**config.mk**
```make
export PLATFORM = sky130hd
export DESIGN_NAME = uart_tx_arbiter_flat
export DESIGN_NICKNAME = d
export VERILOG_FILES = /design/src/rtl/uart_tx_arbiter_if.sv /design/src/rtl/uart_tx_arbiter.sv /design/src/flat_wrapper.sv
export SDC_FILE = /design/constraint.sdc
export NUM_CORES = 1
export LEC_CHECK = 0
export ABC_AREA = 1
export BUFFER_PORTS_ARGS = -buffer_cell sky130_fd_sc_hd__buf_2
export CAP_MARGIN = 20
export CORE_ASPECT_RATIO = 1.2
export CORE_MARGIN = 8
export CORE_UTILIZATION = 50
export CTS_BUF_LIST = sky130_fd_sc_hd__clkbuf_4
export DETAILED_ROUTE_END_ITERATION = 7
export GPL_ROUTABILITY_DRIVEN = 0
export PLACE_DENSITY = 0.75
export SLEW_MARGIN = 40
export SYNTH_ARGS = -nofsm -noshare
export SYNTH_HDL_FRONTEND = slang
export SYNTH_SLANG_ARGS = --single-unit
```
**constraint.sdc**
```tcl
create_clock -name clk -period 3.25 [get_ports clk]
set_input_delay 0.1625 -clock clk [delete_from_list [all_inputs] [get_ports clk]]
set_output_delay 0.1625 -clock clk [all_outputs]
set_load 0.005 [all_outputs]
```
**src/rtl/uart_tx_arbiter_if.sv**
```systemverilog
// Byte handshake bundle: requesters and the uarttx transmitter on one side,
// the round-robin arbiter on the other.
interface uart_tx_arbiter_if #(
   parameter int NREQ = 4
) ();
   logic [NREQ-1:0]   req;
   logic [8*NREQ-1:0] req_data;
   logic [NREQ-1:0]   ack;
   logic              uart_newd;
   logic [7:0]        uart_dintx;
   logic              uart_tx;
   logic              uart_donetx;

   modport master (
      output req, req_data, uart_tx, uart_donetx,
      input  ack, uart_newd, uart_dintx
   );

   modport slave (
      input  req, req_data, uart_tx, uart_donetx,
      output ack, uart_newd, uart_dintx
   );
endinterface

```
**src/rtl/uart_tx_arbiter.sv**
```systemverilog
// Round-robin arbiter sharing one uarttx transmitter between NREQ byte
// requesters; tracks each frame via the start bit and the donetx rising edge.
module uart_tx_arbiter #(
   parameter int NREQ    = 4,
   parameter int TIMEOUT = 4096
) (
   input  logic             clk,
   input  logic             rst,
   uart_tx_arbiter_if.slave bus,
   output logic             busy,
   output logic [NREQ-1:0]  cur_grant,
   output logic             timeout_err
);
   localparam int PTR_W = (NREQ > 1) ? $clog2(NREQ) : 1;
   localparam int TMR_W = (TIMEOUT > 1) ? $clog2(TIMEOUT) : 1;
   localparam logic [PTR_W-1:0] PTR_LAST = PTR_W'(NREQ - 1);
   localparam logic [TMR_W-1:0] TMR_LAST = TMR_W'(TIMEOUT - 1);

   typedef enum logic [1:0] {
      IDLE,
      ISSUE,
      WAIT_DONE,
      RELEASE
   } state_t;

   state_t            state, state_n;
   logic [PTR_W-1:0]  ptr, ptr_n;
   logic [PTR_W-1:0]  grant_idx, grant_idx_n;
   logic [PTR_W-1:0]  sel_idx, cand, next_ptr;
   logic              sel_found;
   logic [TMR_W-1:0]  timer, timer_n;
   logic              donetx_q, donetx_rise;
   logic [NREQ-1:0]   ack_r, ack_n, grant_n;
   logic              newd_r, newd_n;
   logic [7:0]        dintx_r, dintx_n;
   logic              terr_n;
   logic [7:0]        req_bytes [NREQ];

   for (genvar g = 0; g < NREQ; g++) begin : g_bytes
      assign req_bytes[g] = bus.req_data[8*g +: 8];
   end

   // First requesting index found scanning upward from the pointer, with wrap.
   always_comb begin
      sel_found = 1'b0;
      sel_idx   = '0;
      cand      = '0;
      for (int i = 0; i < NREQ; i++) begin
         cand = PTR_W'((int'(ptr) + i) % NREQ);
         if (!sel_found && bus.req[cand]) begin
            sel_found = 1'b1;
            sel_idx   = cand;
         end
      end
   end

   assign next_ptr    = (grant_idx == PTR_LAST) ? '0 : grant_idx + PTR_W'(1);
   assign donetx_rise = bus.uart_donetx & ~donetx_q;

   always_comb begin
      state_n     = state;
      ptr_n       = ptr;
      grant_idx_n = grant_idx;
      timer_n     = timer;
      ack_n       = '0;
      newd_n      = newd_r;
      dintx_n     = dintx_r;
      grant_n     = cur_grant;
      terr_n      = 1'b0;
      case (state)
         IDLE: begin
            if (sel_found) begin
               grant_idx_n = sel_idx;
               grant_n     = NREQ'(1) << sel_idx;
               dintx_n     = req_bytes[sel_idx];
               timer_n     = '0;
               newd_n      = 1'b1;
               state_n     = ISSUE;
            end
         end
         ISSUE, WAIT_DONE: begin
            // Abort takes priority so a stuck transmitter never holds the bus past the limit.
            if (timer == TMR_LAST) begin
               terr_n  = 1'b1;
               newd_n  = 1'b0;
               ptr_n   = next_ptr;
               grant_n = '0;
               timer_n = '0;
               state_n = IDLE;
            end else if (state == ISSUE && !bus.uart_tx) begin
               newd_n  = 1'b0;
               timer_n = '0;
               state_n = WAIT_DONE;
            end else if (state == WAIT_DONE && donetx_rise) begin
               ack_n   = cur_grant;
               state_n = RELEASE;
            end else begin
               timer_n = timer + TMR_W'(1);
            end
         end
         RELEASE: begin
            ptr_n   = next_ptr;
            grant_n = '0;
            state_n = IDLE;
         end
         default: state_n = IDLE;
      endcase
   end

   always_ff @(posedge clk) begin
      if (rst) begin
         state       <= IDLE;
         ptr         <= '0;
         grant_idx   <= '0;
         timer       <= '0;
         donetx_q    <= 1'b0;
         ack_r       <= '0;
         newd_r      <= 1'b0;
         dintx_r     <= 8'h00;
         cur_grant   <= '0;
         timeout_err <= 1'b0;
      end else begin
         state       <= state_n;
         ptr         <= ptr_n;
         grant_idx   <= grant_idx_n;
         timer       <= timer_n;
         donetx_q    <= bus.uart_donetx;
         ack_r       <= ack_n;
         newd_r      <= newd_n;
         dintx_r     <= dintx_n;
         cur_grant   <= grant_n;
         timeout_err <= terr_n;
      end
   end

   assign bus.ack        = ack_r;
   assign bus.uart_newd  = newd_r;
   assign bus.uart_dintx = dintx_r;
   assign busy           = (state != IDLE);
endmodule

```
**src/flat_wrapper.sv**
```systemverilog
// flat-port wrapper written by rule: the top's interface ports become plain ports
module uart_tx_arbiter_flat 
#(
   parameter int NREQ    = 4,
   parameter int TIMEOUT = 4096
)
  (clk, rst, busy, cur_grant, timeout_err, bus_req, bus_req_data, bus_uart_tx, bus_uart_donetx, bus_ack, bus_uart_newd, bus_uart_dintx);
  uart_tx_arbiter_if #(.NREQ(NREQ)) bus_i ();
  input  logic clk;
  input  logic rst;
  output logic busy;
  output logic [NREQ-1:0] cur_grant;
  output logic timeout_err;
  input wire logic [$bits(bus_i.req)-1:0] bus_req;
  input wire logic [$bits(bus_i.req_data)-1:0] bus_req_data;
  input wire logic [$bits(bus_i.uart_tx)-1:0] bus_uart_tx;
  input wire logic [$bits(bus_i.uart_donetx)-1:0] bus_uart_donetx;
  output wire logic [$bits(bus_i.ack)-1:0] bus_ack;
  output wire logic [$bits(bus_i.uart_newd)-1:0] bus_uart_newd;
  output wire logic [$bits(bus_i.uart_dintx)-1:0] bus_uart_dintx;
  assign bus_i.req = bus_req;
  assign bus_i.req_data = bus_req_data;
  assign bus_i.uart_tx = bus_uart_tx;
  assign bus_i.uart_donetx = bus_uart_donetx;
  assign bus_ack = bus_i.ack;
  assign bus_uart_newd = bus_i.uart_newd;
  assign bus_uart_dintx = bus_i.uart_dintx;
  uart_tx_arbiter #(.NREQ(NREQ), .TIMEOUT(TIMEOUT)) u_core (.clk(clk), .rst(rst), .bus(bus_i), .busy(busy), .cur_grant(cur_grant), .timeout_err(timeout_err));
endmodule
```
* Yosys cells after proc, flatten, opt, wreduce, memory -nomap -nowiden
Index checks and enable logic that the tools add are counted. Widths: inputs -> output; s select.
Word-level totals: output and inout bits 19, word-level logic and storage cells 98, bits in registers 37, bits of input ports 40
Cells by class: bitwise operators 5, reduce and logical (&&, ||, !) cells 22, shift operators 1, add/subtract/negate cells 5, magnitude comparators 5, multiplexer cells 40, eq/ne operators 10
Operators with widths (number):
- $mux 12 | 4
- $pmux 12 s2 | 1
- $mux 2 | 10
- $bmux 8 s2 | 1
- $mux 8 | 2
- $add 12x1->12 const B | 1
- $eq 12x12->1 const B | 1
- $lt 2x3->1 const B | 4
- $mux 1 | 12
- $pmux 4 s3 | 1
- $bmux 1 s2 | 4
- $mux 4 | 2
- $reduce_and 2->1 | 4
- $eq 2x2->1 const B | 3
- $pmux 2 s3 | 1
- $reduce_and 3->1 | 2
- $reduce_bool 2->1 | 3
- $logic_and 1x1->1 | 5
- $reduce_or 5->1 | 1
- $add 2x1->2 const B | 2
- $add 2x2->2 const B | 2
- $logic_not 1->1 | 4
- $ne 2x1->1 const B | 2
- $ne 4x1->1 const B | 1
- 12 further kinds | 15

* Longest topological paths before layout
depth after elaboration 16, depth in mapped cells 16, gate-level depth less buffers 15

* Worst setup path before layout
Ideal clock, no wire load.
kind register -> register, start point register u_core.timer[0], end point register u_core.timer[8], cell stages (with the launch flop) 15, buffers on the path 1, data required time 3117 ps, arrival 1737 ps, clock period less this slack 1871 ps, slack 1379 ps, setup time 133 ps, cell sequence dfxtp_1 ha_1 nand3_2 inv_2 nand2_2 or2_4 nand2_4 inv_4 nand2_4 nor2_4 nor2_8 inv_2 buf_6 nand2_1 a21oi_2
Between the ends: cells in the longest elaborated chain, start to end 5, elaborated cells on any way between the ends 8, classes of those cells 1 x add/sub; 2 x eq/ne; 4 x mux; 1 x reduce/logical
Ends and longest elaborated chain:
- start: declaration | RTL line uart_tx_arbiter.sv:31 | logic [TMR_W-1:0] timer, timer_n;
- start signal: assignment | RTL line uart_tx_arbiter.sv:126 | timer <= timer_n;
- $add 12x1->12 | RTL line uart_tx_arbiter.sv:98 | timer_n = timer + TMR_W'(1);
- $mux 12 | RTL line uart_tx_arbiter.sv:94 | end else if (state == WAIT_DONE && donetx_rise) begin
- $mux 12 | RTL line uart_tx_arbiter.sv:90 | end else if (state == ISSUE && !bus.uart_tx) begin
- $mux 12 | RTL line uart_tx_arbiter.sv:83 | if (timer == TMR_LAST) begin
- $pmux 12 s2 | RTL line uart_tx_arbiter.sv:70 | case (state)
Parallel ways exist; a longest one is shown, timed or not. The select of a mux whose other input is x is not followed. A chain may end at the register's enable or synchronous reset.

* Final worst setup path
start point register u_core.ptr[0], end point register u_core.dintx_r[4] (netlist: u_core.bus.uart_dintx[4])
Between the ends: cells in the longest elaborated chain, start to end 16, elaborated cells on any way between the ends 30, classes of those cells 3 x add/sub; 19 x mux; 1 x bitwise; 7 x reduce/logical
Ends and longest elaborated chain:
- start: declaration | RTL line uart_tx_arbiter.sv:27 | logic [PTR_W-1:0] ptr, ptr_n;
- start signal: assignment | RTL line uart_tx_arbiter.sv:124 | ptr <= ptr_n;
- parallel branches: the longest is 16 deep, another holds $add 2x1->2
- end signal: assignment | RTL line uart_tx_arbiter.sv:130 | dintx_r <= dintx_n;
- end: declaration | RTL line uart_tx_arbiter.sv:35 | logic [7:0] dintx_r, dintx_n;
Several ways; the timed one is not identified. The select of a mux whose other input is x is not followed.

==> metrics.txt <==
TritonCTS clock tree=done; number of port buffers=58; proportion of power drawn by the clock network=0.120; fraction of the mapped netlist area in adder cells=0.0351; maximum achievable frequency=424 MHz; via-per-instance ratio=5.19; post-synthesis async set-or-reset flop share=0; CP startpoint kind=flip-flop; maximum number of pins on one net before global-route repair=21; via count of the first global-routing pass=2607; CTS buffer count=5; most instantiated cells after synthesis=95 x sky130_fd_sc_hd__nand2_1, 49 x sky130_fd_sc_hd__nand3_1, 45 x sky130_fd_sc_hd__nor2_1; data required time of the critical path=3.55 ns; post-cts hold buffer count=0; fill cell count=468; all-layer global routing usage=0.175; Reg2Reg Launch Point=u_core.ptr[0]$_SDFFE_PP0P_; portion of total power attributed to sequential cells=0.242; Net count, final=476; number of max-cap violations=0; Placement Rows=28; register area share after synthesis=0.297; number of clock sinks seen by CTS=37; Main synth FF type=sky130_fd_sc_hd__dfxtp_1; Resized cells post-CTS=0; internal portion of total power=1.28 mW; xor and xnor fraction of the mapped netlist area=0.00701; Peak supply drop=0.000839 V; maximum count of clock buffers along a single path=2; Setup violations, final=0; depth of the worst register-to-register path=14; Slew Viols, Final=0; half-perimeter wire length of the detailed placement result=4850 um; initial antenna violation count=0; dominant cells by area after synthesis=sky130_fd_sc_hd__dfxtp_1 30%, sky130_fd_sc_hd__nand2_1 14%, sky130_fd_sc_hd__nand3_1 9.8%, sky130_fd_sc_hd__nor2_1 6.8%, sky130_fd_sc_hd__nand3_2 4.4%; compound-gate portion of the synthesized area=0.101; Gate power share=0.638; count of flip-flops with a built-in enable after synthesis=0; class of the most critical setup path=flip-flop to flip-flop; number of antenna-violating nets in the routed design=0; switching power=1.46 mW; Die Span Y=93.4 um; unrepaired setup endpoints after global routing=false; Clock Latency Late Sink=0.35 ns; drt pass-1 iters=4; Synth Warn #=0; Post-Synthesis Net Count=424; total I/O pin count=59; PD cells=964 mW/mm^2; instance count along the most critical hold path=3; initial detailed-routing violation count=126; average cell area after synthesis=6.62 sq um; largest driver fanout on the critical path=20; count of unique library cells instantiated by Yosys=32; clock transition at the register clock pins on the worst setup and hold paths after CTS=0.12 ns; total number of vias=2545; die width=80.5 um; measured slew at the worst slew-check pin=0.524 ns; synthesis-stage register bit count=37; number of diodes=0; CTS Root Buffer Type=sky130_fd_sc_hd__clkbuf_4; final design utilization=0.584; portion of synthesized cell area occupied by the leading cell type=0.297; dominant combinational cell family by area after synthesis=simple AND/OR/NAND/NOR gates; most repeated cell in the gate-level netlist after synthesis=sky130_fd_sc_hd__nand2_1; cell type with the largest total area after synthesis=sky130_fd_sc_hd__dfxtp_1; DRC violation count after routing=0; Net Sw Frac=0.532; gate count after technology mapping=377; area enclosed by the die boundary=0.00752 sq mm; minimum clock period after layout=2.36 ns; global-route wire length before repair=11000 um; worst clock skew on the final layout=0.00857 ns; proportion of layout cells with a drive suffix above 1=0.279; final setup TNS=0 ns; effective utilization at floorplan=0.513; Area growth, synth to finish=13.9%; Syn Std Cell Area=0.00250 sq mm; Setup Buffers After CTS=0; hold wc startpoint=bus_uart_donetx; average routed wire per standard cell=12.7 um; worst max-slew margin expressed relative to the limit=0.651; worst endpoint data arrival time=2.65 ns; H-tree levels=2; Worst Hold Endpoint=u_core.donetx_q$_SDFF_PP0_; DRT Wirelength=6230 um; R2R Setup Slk=0.89 ns; standard cell core area=0.00487 sq mm; simple-gate share of the synthesized area=0.458; Crit. End Element=flip-flop; mux contribution to synthesized area=0; type of the worst min-delay path=input pin to flip-flop; post-route fraction of the period consumed by the critical path=0.726; total count of hold-check failures in the final report=0; total congestion overflow after global routing=0; leakage power=1.31 nW; outcome=finished clean; destination of the worst register-to-register timing path=u_core.bus.uart_dintx[4]$_SDFFE_PP0P_
==> stage by stage <==
step	power [mW]	instances	setup WS, ns	hold WS (ns)	area [sq um]
floorplan	2.17	377	1.38	0.287	2500
global placement	2.41	482	0.932	0.384	2760
detailed placement	2.43	482	0.905	0.402	2760
CTS	2.76	490	0.881	0.0200	2840
global route	3.08	490	0.546	0.0441	2840
finish	2.74	490	0.892	0.0269	2840
==> flip-flops by register name (all words and copies together) (netlist names) <==
name                   cells
u_core.timer              12
u_core.timeout_err         1
u_core.bus.uart_dintx      8
u_core.donetx_q            1
u_core.bus.ack             4
u_core.grant_idx           2
u_core.ptr                 2
u_core.bus.uart_newd       1
u_core.state               2
u_core.cur_grant           4
==> critical path, stage by stage, from the launching register on <==
cell and delay, ns:
sky130_fd_sc_hd__dfxtp_1 0.59, sky130_fd_sc_hd__inv_2 0.19, sky130_fd_sc_hd__nand2_1 0.11, sky130_fd_sc_hd__nand2_2 0.08, sky130_fd_sc_hd__nand2_1 0.07, sky130_fd_sc_hd__nand2_1 0.08, sky130_fd_sc_hd__nand2_1 0.09, sky130_fd_sc_hd__nand2_1 0.05
sky130_fd_sc_hd__nand2_1 0.08, sky130_fd_sc_hd__nand3_2 0.31, sky130_fd_sc_hd__nor2_2 0.37, sky130_fd_sc_hd__nand2_1 0.09, sky130_fd_sc_hd__nand2_1 0.07, sky130_fd_sc_hd__nor2_1 0.04, sky130_fd_sc_hd__nor2_1 0.07
==> kinds of logic (layout without fill, tap and decap cells) <==
group,count (synthesis),after routing
buf+inv,52,105
fa+ha+maj,7,7
xor+xnor,2,2
simple gates,238,238
flops,37,37
compound gates,41,41
==> worst max-delay path by stage <==
stage	endpoint	from	depth (start not counted)
detailed placement	u_core.bus.uart_dintx[1]$_SDFFE_PP0P_	u_core.ptr[0]$_SDFFE_PP0P_	14
finish	u_core.bus.uart_dintx[4]$_SDFFE_PP0P_	u_core.ptr[0]$_SDFFE_PP0P_	14
floorplan	u_core.timer[8]$_SDFFE_PP0P_	u_core.timer[0]$_SDFFE_PP0P_	14
global route	u_core.bus.uart_dintx[5]$_SDFFE_PP0P_	u_core.ptr[0]$_SDFFE_PP0P_	14
CTS	u_core.bus.uart_dintx[1]$_SDFFE_PP0P_	u_core.ptr[0]$_SDFFE_PP0P_	14
global placement	u_core.bus.uart_dintx[5]$_SDFFE_PP0P_	u_core.ptr[0]$_SDFFE_PP0P_	14
==> layer usage <==
metal	vias to the layer above	GRT usage	routed length, um	share of wire
met2	80	0.297	3070	0.49
li1	1318	-	-	-
met5	-	0	0	0
met1	1125	0.194	2640	0.42
met3	22	0.0403	305	0.049
met4	0	0.0988	219	0.035
==> layout make-up <==
class | count | area [sq um] | area share
Multi-Input combinational cell | 288 | 1500 | 0.528
Sequential cell | 37 | 741 | 0.260
Timing Repair Buffer | 59 | 298 | 0.105
Inverter | 38 | 145 | 0.0510
Tap cell | 60 | 75.1 | 0.0264
Clock inverter | 3 | 46.3 | 0.0163
Clock buffer | 5 | 37.5 | 0.0132
==> cells in the final DEF, fill, tap and decap left out, drive strengths merged, types with 3 or more instances in the layout <==
cell type,Yosys,routed
nand3,60,60
o21ai,15,15
clkbuf,1,5
nor3,11,11
nand4,3,3
dfxtp,37,37
nand2,108,108
inv,38,38
a21oi,24,24
nor2,52,52
buf,13,59
ha,7,7
==> power by group through the flow <==
stage	Clock [mW]	Combinational, mW	Sequential (mW)
after floorplan	0	1.53	0.645
after global placement	0	1.74	0.672
after detailed placement	0	1.76	0.674
after CTS	0.335	1.77	0.664
after global routing	0.352	2.04	0.683
final	0.329	1.75	0.664
Power figures use the tool's default switching activity.
